$ cat config.mk
export PLATFORM = sky130hd
export DESIGN_NAME = mdu_seq
export DESIGN_NICKNAME = d
export VERILOG_FILES = /design/src/rtl/mdu_seq.sv
export SDC_FILE = /design/constraint.sdc
export NUM_CORES = 2
export LEC_CHECK = 0
export BUFFER_PORTS_ARGS = -buffer_cell sky130_fd_sc_hd__buf_2
export CAP_MARGIN = 25
export CORE_AREA = 2 2 310 312
export DETAILED_ROUTE_END_ITERATION = 6
export DIE_AREA = 0 0 312 314
export SLEW_MARGIN = 0
export SYNTH_ARGS = -nofsm -noshare
export SYNTH_HDL_FRONTEND = slang
export SYNTH_SLANG_ARGS = --single-unit
$ cat constraint.sdc
create_clock -name clk -period 15.08 [get_ports clk]
set_input_delay 2.262 -clock clk [delete_from_list [all_inputs] [get_ports clk]]
set_output_delay 2.262 -clock clk [all_outputs]
set_load 0.05 [all_outputs]
$ cat src/rtl/mdu_seq.sv
// Iterative multiply/divide sequencer for the RV64 execute stage.
// A shift-add multiplier and a restoring divider share the hi/lo/opb registers.
// Both retire one operand bit per cycle. Divide-by-zero, signed overflow and
// illegal encodings are resolved at accept time and go straight to DONE.
// out_valid rises on the cycle after DONE is entered. This gives an accept-to-valid
// latency of N+1 for iterated ops and 1 for the shortcut cases.
module mdu_seq #(
    parameter int WIDTH      = 64,
    parameter int WORD_ITERS = 32
) (
    input  logic             clk,
    input  logic             resetn,
    input  logic             in_valid,
    output logic             in_ready,
    input  logic [2:0]       in_op,
    input  logic             in_word,
    input  logic [WIDTH-1:0] in_a,
    input  logic [WIDTH-1:0] in_b,
    output logic             out_valid,
    input  logic             out_ready,
    output logic [WIDTH-1:0] out_data,
    output logic             busy,
    input  logic             flush
);

    localparam int CNT_W = $clog2(WIDTH);
    localparam logic [CNT_W-1:0] LAST_FULL = CNT_W'(WIDTH - 1);
    localparam logic [CNT_W-1:0] LAST_WORD = CNT_W'(WORD_ITERS - 1);
    localparam logic [WIDTH-1:0] MIN_FULL  = {1'b1, {(WIDTH-1){1'b0}}};
    localparam logic [WIDTH-1:0] MIN_WORD  = {{(WIDTH-WORD_ITERS+1){1'b1}}, {(WORD_ITERS-1){1'b0}}};

    localparam logic [2:0] OP_MUL  = 3'd0;
    localparam logic [2:0] OP_MULH = 3'd1;
    localparam logic [2:0] OP_DIV  = 3'd2;
    localparam logic [2:0] OP_DIVU = 3'd3;
    localparam logic [2:0] OP_REM  = 3'd4;
    localparam logic [2:0] OP_REMU = 3'd5;

    typedef enum logic [1:0] {IDLE, RUN, DONE} state_t;

    state_t           state;
    logic [CNT_W-1:0] cnt;

    // Iteration state: {hi,lo} is the product or the {remainder,quotient} pair.
    // opb holds the multiplicand or the divisor magnitude.
    logic [WIDTH-1:0] hi, lo, opb;
    logic [2:0]       op_q;
    logic             word_q, neg_a_q, neg_b_q;

    logic             op_signed, is_div, is_rem, illegal, div_zero, div_ovf, special;
    logic             a_neg, b_neg;
    logic [WIDTH-1:0] a_ext, b_ext, a_mag, b_mag, load_lo, special_data;
    logic             q_is_div;
    logic [WIDTH-1:0] step_hi, step_lo, final_data;
    logic [WIDTH:0]   mul_sum, div_r;
    logic             div_ge;

    function automatic logic [WIDTH-1:0] sext_word(input logic [WIDTH-1:0] x);
        return {{(WIDTH-WORD_ITERS){x[WORD_ITERS-1]}}, x[WORD_ITERS-1:0]};
    endfunction

    function automatic logic [WIDTH-1:0] ext_operand(input logic [WIDTH-1:0] x,
                                                     input logic word, input logic sgn);
        if (!word)
            return x;
        else if (sgn)
            return sext_word(x);
        else
            return {{(WIDTH-WORD_ITERS){1'b0}}, x[WORD_ITERS-1:0]};
    endfunction

    function automatic logic [WIDTH-1:0] apply_sign(input logic signed [WIDTH-1:0] x,
                                                    input logic neg);
        return neg ? -x : x;
    endfunction

    function automatic logic [WIDTH-1:0] mulh_result(input logic [WIDTH-1:0] h,
                                                     input logic [WIDTH-1:0] l,
                                                     input logic neg);
        logic signed [2*WIDTH-1:0] p;
        p = {h, l};
        if (neg)
            p = -p;
        return p[2*WIDTH-1:WIDTH];
    endfunction

    // Request decode: operand extension, magnitudes and shortcut detection.
    always_comb begin
        op_signed = (in_op == OP_MULH) || (in_op == OP_DIV) || (in_op == OP_REM);
        is_div    = (in_op >= OP_DIV) && (in_op <= OP_REMU);
        is_rem    = (in_op == OP_REM) || (in_op == OP_REMU);
        illegal   = (in_op > OP_REMU) || ((in_op == OP_MULH) && in_word);
        a_ext     = ext_operand(in_a, in_word, op_signed);
        b_ext     = ext_operand(in_b, in_word, op_signed);
        a_neg     = op_signed && a_ext[WIDTH-1];
        b_neg     = op_signed && b_ext[WIDTH-1];
        a_mag     = apply_sign(a_ext, a_neg);
        b_mag     = apply_sign(b_ext, b_neg);
        div_zero  = is_div && (b_ext == '0);
        div_ovf   = ((in_op == OP_DIV) || (in_op == OP_REM)) && (b_ext == '1) &&
                    (a_ext == (in_word ? MIN_WORD : MIN_FULL));
        special   = illegal || div_zero || div_ovf;
        // Word divides start with the dividend MSB-aligned so the same shifter serves both widths.
        load_lo   = (is_div && in_word) ? (a_mag << WORD_ITERS) : a_mag;
        special_data = '0;
        if (illegal)
            special_data = '0;
        else if (div_zero)
            special_data = is_rem ? (in_word ? sext_word(in_a) : in_a) : '1;
        else if (div_ovf)
            special_data = is_rem ? '0 : a_ext;
    end

    // One multiply or divide iteration, and the sign-corrected result of the final step.
    always_comb begin
        q_is_div = (op_q >= OP_DIV) && (op_q <= OP_REMU);
        mul_sum  = {1'b0, hi} + (lo[0] ? {1'b0, opb} : '0);
        div_r    = {hi, lo[WIDTH-1]};
        div_ge   = div_r >= {1'b0, opb};
        if (q_is_div) begin
            step_hi = div_ge ? WIDTH'(div_r - {1'b0, opb}) : div_r[WIDTH-1:0];
            step_lo = {lo[WIDTH-2:0], div_ge};
        end else begin
            step_hi = mul_sum[WIDTH:1];
            step_lo = {mul_sum[0], lo[WIDTH-1:1]};
        end
        case (op_q)
            OP_MUL:          final_data = word_q ? sext_word(step_lo >> (WIDTH - WORD_ITERS)) : step_lo;
            OP_MULH:         final_data = mulh_result(step_hi, step_lo, neg_a_q ^ neg_b_q);
            OP_DIV, OP_DIVU: final_data = apply_sign(step_lo, neg_a_q ^ neg_b_q);
            OP_REM, OP_REMU: final_data = apply_sign(step_hi, neg_a_q);
            default:         final_data = '0;
        endcase
        if (word_q && (op_q >= OP_DIV))
            final_data = sext_word(final_data);
    end

    // Datapath registers: load on accept, iterate while running.
    always_ff @(posedge clk) begin
        if (state == IDLE && in_valid && !flush) begin
            hi      <= '0;
            lo      <= load_lo;
            opb     <= b_mag;
            op_q    <= in_op;
            word_q  <= in_word;
            neg_a_q <= a_neg;
            neg_b_q <= b_neg;
        end else if (state == RUN) begin
            hi <= step_hi;
            lo <= step_lo;
        end
    end

    // Sequencer FSM with registered result and valid.
    always_ff @(posedge clk) begin
        if (!resetn) begin
            state     <= IDLE;
            cnt       <= '0;
            out_valid <= 1'b0;
            out_data  <= '0;
        end else begin
            case (state)
                IDLE: begin
                    if (in_valid && !flush) begin
                        cnt <= '0;
                        if (special) begin
                            out_data <= special_data;
                            state    <= DONE;
                        end else begin
                            state <= RUN;
                        end
                    end
                end
                RUN: begin
                    if (flush) begin
                        state <= IDLE;
                    end else if (cnt == (word_q ? LAST_WORD : LAST_FULL)) begin
                        out_data <= final_data;
                        state    <= DONE;
                    end else begin
                        cnt <= cnt + CNT_W'(1);
                    end
                end
                DONE: begin
                    // The first DONE cycle only raises valid; no handshake can complete until then.
                    if (flush) begin
                        state     <= IDLE;
                        out_valid <= 1'b0;
                    end else if (!out_valid) begin
                        out_valid <= 1'b1;
                    end else if (out_ready) begin
                        state     <= IDLE;
                        out_valid <= 1'b0;
                    end
                end
                default: state <= IDLE;
            endcase
        end
    end

    assign in_ready = (state == IDLE);
    assign busy     = (state != IDLE);

endmodule

== Word level (Yosys, flattened, before mapping) ==
Index checks and enable logic that the tools add are counted.
Widths: inputs -> output; s select.
Storage, ports and cells
  word-level logic and storage cells: 127
  output and inout port bits: 67
  input bits: 137
  register bits after elaboration: 271
Cells by class
  add/subtract/negate cells: 8
  magnitude comparators: 6
  reductions and logical operators: 32
  eq/ne operators: 22
  bitwise gates (word level): 1
  mux-type cells: 47
Operators with widths (count)
  $mux 64: 26
  $neg 64->64: 4
  $pmux 64 s4: 1
  $mux 128: 1
  $neg 128->128: 1
  $pmux 64 s2: 1
  $mux 63: 2
  $add 64x64->65: 1
  $ge 65x64->1: 1
  $eq 64x64->1: 1
  $eq 64x64->1 const B: 1
  $logic_not 64->1: 1
  $sub 64x64->64: 1
  $mux 6: 4
  $mux 2: 7
  $logic_and 1x1->1: 13
  $eq 3x3->1 const B: 4
  $pmux 6 s2: 1
  $eq 3x2->1 const B: 3
  $reduce_and 4->1: 2
  $logic_or 1x1->1: 7
  $add 6x1->6 const B: 1
  $eq 3x1->1 const B: 2
  $eq 6x6->1: 1
  18 further kinds: 29

== Longest topological paths before layout ==
  depth after elaboration: 14
  mapped depth: 34

== Worst setup path after synthesis ==
Ideal clock, no wire load.
  kind: flip-flop to flip-flop
  start: register op_q[1]
  end: register out_data[44]
  cell stages (with the launch flop): 31
  arrival: 6080 ps
  library setup time: 119 ps
  slack: 8881 ps
  clock period less this slack: 6199 ps
  cells stage by stage: edfxtp_1 buf_2 xor2_1 buf_2 buf_4 buf_2 buf_2 buf_4 buf_4 buf_2 buf_2 buf_2 buf_2 nand2_1 o21ai_0 ha_1 inv_1 a2111oi_4 nand2_2 a2111oi_4 and3_1 buf_2 and3_1 nand4_1 nor3_1 nand3_1 o31ai_1 xor2_1 a222oi_1 a21oi_1 o221a_1
Between the ends
  word-level cells in the longest chain between the ends: 10
  elaborated cells on any way between the ends: 26
Ends and longest elaborated chain
  from (decl): RTL line 47  | logic [2:0] op_q;
  from (signal assigned): RTL line 144  | op_q <= in_op;
  $ge 3x2->1 or $le 3x3->1 (tied branches): RTL line 116, 134
  $logic_and 1x1->1: RTL line 116  | q_is_div = (op_q >= OP_DIV) && (op_q <= OP_REMU);
  $mux 64: RTL line 120  | if (q_is_div) begin
  $neg 128->128 or $neg 64->64 (tied branches): RTL line 83, 74
  $mux 128 or $mux 64 (tied branches): RTL line 82, 74
  $pmux 64 s4: RTL line 127  | case (op_q)
  $mux 64 *: RTL line 134  | if (word_q && (op_q >= OP_DIV))
  $mux 64 *: RTL line 177  | end else if (cnt == (word_q ? LAST_WORD : LAST_FULL)) begin
  $mux 64 *: RTL line 175  | if (flush) begin
  $pmux 64 s2 *: RTL line 162  | case (state)
  to (signal assigned): RTL line 167  | out_data <= special_data;
  to (signal assigned): RTL line 178  | out_data <= final_data;
  to (decl): RTL line 21  | output logic [WIDTH-1:0] out_data,
Every way passes the cells marked *; elsewhere a longest branch is shown, timed or not. The select of a mux whose other input is x is not followed.
A chain may end at the register's enable or synchronous reset.

== Final worst setup path ==
  start: register lo[0]
  end: register out_data[48]
Between the ends
  word-level cells in the longest chain between the ends: 10
  elaborated cells on any way between the ends: 16
Ends and longest elaborated chain
  from (decl): RTL line 46  | logic [WIDTH-1:0] hi, lo, opb;
  from (signal assigned): RTL line 142  | lo <= load_lo;
  from (signal assigned): RTL line 150  | lo <= step_lo;
  $mux 64: RTL line 117  | mul_sum = {1'b0, hi} + (lo[0] ? {1'b0, opb} : '0);
  $add 64x64->65: RTL line 117
  $mux 64: RTL line 120
  $neg 128->128 or $neg 64->64 (tied branches): RTL line 83, 74
  $mux 128 or $mux 64 (tied branches): RTL line 82, 74
  $pmux 64 s4 *: RTL line 127
  $mux 64 *: RTL line 134
  $mux 64 *: RTL line 177
  $mux 64 *: RTL line 175
  $pmux 64 s2 *: RTL line 162
Marked as above.

==> impl_results.md <==
- Endpoints failing setup: 0
- Reg2Reg Setup Slack: 6.64 ns
- Post-CTS setup buffer count: 0
- Post-DR wirelength/cell: 29.7 um
- Cts hold-fix bufs: 0
- Synth Cell Area: 0.0330 sq mm
- Reg2Reg Depth: 22
- Seq/Total Area, Yosys: 20.5%
- Max-Cap Viols: 0
- Switching Power: 3.58 mW
- IO Pins: 204
- Initial Util: 34.9%
- Final period util: 56.0%
- Worst EP arrival: 8.92 ns
- #FFs+latches synth: 271
- Clk pwr share: 15.4%
- Startpoint Class: register
- Max Freq: 118 MHz
- Final hold violations: 0
- Clock transition at path regs: 0.07 ns
- Most common flop cell mapped by yosys: dfxtp_1
- Initial antenna violation count: 17
- Worst Skew: 0.0430 ns
- Pwr Density: 175 mW/mm^2
- DR pass1 iterations: 7
- Clock tree sinks: 271
- GPL Wtd Cong: 1.05
- Crit path capture type: register
- Layout cells sized above 1: 10.5%
- CP Max Fanout: 56
- Post-CTS sizing: 0
- Worst flop-to-flop path startpoint: lo[0]
- Site Rows: 113
- Layout area overhead: 10.1%
- Hold/Removal Path Class: reg2reg
- Distinct cells, synth: 136
- Gate power share: 66.8%
- Die height: 314 um
- Cell count after synthesis: 4578
- CP startpoint: lo[0]
- Number of routed nets with antenna violations: 0
- Worst Path Required: 15.56 ns
- Synth Net Count: 4851
- Final Critical Period: 8.44 ns
- R2r endpoint: out_data[48]
- H-Tree Depth: 2
- Grt total ovfl: 0
- Setup Total Neg Slack: 0 ns
- Crit Path Class: reg2reg
- Largest net degree at the start of global routing: 102
- EDFF count, synth: 134
- Sequential power share: 17.8%
- Routed WL: 176 mm
- P_leak: 13.8 nW
- Die area: 0.0980 sq mm
- Hold path depth: 1
- Status: complete, no violations
- IO Port Bufs: 203
- Chip width: 312 um
- Warnings from Yosys: 0
- Critical path destination: out_data[48]
- Slew Limit Fails: 0
- P_int: 2.77 mW
- Placed cell count: 5835
- Vias: 38700
- DR DRC count: 0
- Switching share of power: 56.4%
- Fin area: 0.0363 sq mm
- Root Driver: clkbuf_16
- Clock latency on the worst-skew pair: 0.62 ns
- Placed cell area: 0.0350 sq mm
- CTS tree: done
- Dpl hpwl: 139 mm
- CTS Buf Count: 38
- Core area: 0.0944 sq mm
- Peak VDD IR: 87.6 uV
- Vias in the first global route: 34800
- Asr flop ratio synth: 0%
- 1st-iter DRT viols: 5614
- Worst Tran Pin Value: 1.24 ns
- Via density per instance: 6.54
- Syn Area/Cell: 7.20 sq um
- Final net count: 4885
- Clock Path Buffers: 3
- Finished Layout Cells: 5911
- Max-slew headroom: 17.6%
- First-pass GRT wire length: 250 mm
- Total GRT Usage: 34.2%
- RSZ-0062 raised after global routing: false
[area by class of cell]
type	count	area, sq um
repair buffers	284	1640
inverters	128	483
flip-flops and latches	271	6770
diodes	4	10.0
multi-input cells	3889	24500
clock buffers	43	970
fillers	10200	58100
well taps	1265	1580
clock inverters	27	310
[cells in the final DEF (no fill, tap or decap), drive strengths merged, types with 25 or more instances in the layout]
cell type    n
nand2      533
nor2       462
o21ai      423
a21oi      408
buf        283
xnor2      187
nor3       178
xor2       157
dfxtp      137
ha         134
edfxtp     134
inv        134
and2       114
nand3      113
nand4      101
mux2i       91
a31oi       73
o22ai       69
a21o        60
o31ai       57
nor4        51
nand2b      49
clkbuf      44
a211oi      43
o211ai      42
a221oi      40
o21a        35
or3         35
o21bai      32
and3        25
[critical path, cell delays in order (launching register included)]
cell and delay (ns):
edfxtp_1 0.65, buf_4 0.54, and2_1 0.24, ha_1 0.18
inv_1 0.06, fa_1 0.40, nand2b_1 0.19, a21oi_1 0.32
o21ai_0 0.25, a2111oi_2 0.98, o211ai_1 0.39, nand2_1 0.17
xnor2_1 0.16, a22o_1 0.55, nand4_1 0.36, nor3_1 0.64
nand4_1 0.41, or2_4 0.40, o21ai_1 0.15, xnor2_1 0.09
a221oi_1 0.54, o221ai_1 0.31, o211a_1 0.21
[synth_stat cells, types with 13 or more instances]
cell type  instances  share of area [%]
xor2_1           157                4.2
nand2_1          531                6.0
mux2i_1           91                2.8
edfxtp_1         134                 12
a211o_1           13               0.35
nor2_1           460                5.2
nand2b_1          49               0.93
dfxtp_1          137                8.3
xnor2_1          186                4.9
clkbuf_1         183                2.1
and2_1           112                2.1
o31ai_1           54                1.2
a22o_1            24               0.64
o21ai_0          393                6.0
nor4_1            46               0.87
or3_1             34               0.65
nor2b_1           24               0.46
nand3_1          106                1.6
o21a_1            34               0.77
a21oi_1          400                6.1
inv_1            125                1.4
and3_1            25               0.47
o211ai_1          39               0.89
o21bai_1          31               0.71
or4_1             18               0.41
a31oi_1           71                1.3
nand4_1          100                1.9
a221oi_1          38                1.0
o41ai_1           13               0.35
a22oi_1           23               0.52
a211oi_1          37               0.84
o31a_1            13               0.35
nor3_1           168                2.6
o21ai_1           25               0.38
o221ai_1          24               0.64
a21o_1            60                1.4
buf_1             21               0.24
ha_1             134                5.1
o22ai_1           67                1.3
buf_2             63               0.96
[per-layer routing]
metal / vias up / GRT usage (%) / part of all wire (%)
met5: - / 0 / 0.037
met4: 10 / 16.8 / 5.8
met3: 459 / 8.72 / 12
met2: 2503 / 49.9 / 41
met1: 18700 / 46.7 / 41
li1: 17000 / - / -
[worst min-delay path by stage]
stage,startpoint,endpoint
6_report,out_data[22],out_data[22]
5_1_grt,out_data[22],out_data[22]
4_1_cts,out_data[22],out_data[22]
3_5_place_dp,out_data[22],out_data[22]
3_3_place_gp,out_data[22],out_data[22]
2_1_floorplan,hi[63],hi[63]
[cells by family (layout without fill, tap and decap cells)]
logic type / after synthesis / count (layout) / synth area share [%]
adder cells (fa/ha/maj): 136 / 136 / 5.21
buffers and inverters: 418 / 482 / 5.40
AO/OA/AOI/OAI: 1540 / 1540 / 30.7
multiplexers: 97 / 97 / 2.97
XOR/XNOR: 344 / 344 / 9.16
AND/OR/NAND/NOR: 1772 / 1772 / 26.0
other: 0 / 4 / 0
flip-flops: 271 / 271 / 20.5
[per-stage QoR]
| stage | setup slack, ns | hold WS, ns | util [%] | power (mW) |
|---|---|---|---|---|
| finish | 6.64 | 0.498 | 38.4 | 6.35 |
| global route | 6.56 | 0.522 | 38.4 | 6.58 |
| CTS | 7.00 | 0.496 | 38.4 | 6.17 |
| detailed placement | 6.96 | 0.482 | 37.1 | 5.18 |
| global placement | 6.89 | 0.478 | 37.0 | 5.18 |
| floorplan | 8.88 | 0.467 | - | 3.78 |
[registers in the layout (all words and copies together) (netlist names)]
name / count
out_data: 64
neg_a_q: 1
opb: 64
op_q: 3
word_q: 1
state: 2
hi: 64
neg_b_q: 1
cnt: 6
out_valid: 1
lo: 64
[power by group through the flow]
stage	Clock [mW]	Combinational (mW)	Sequential, mW
floorplan	0	2.66	1.11
global placement	0	4.05	1.13
detailed placement	0	4.04	1.14
CTS	0.981	4.06	1.12
global route	1.00	4.44	1.14
finish	0.980	4.24	1.13
Power figures use the tool's default switching activity.
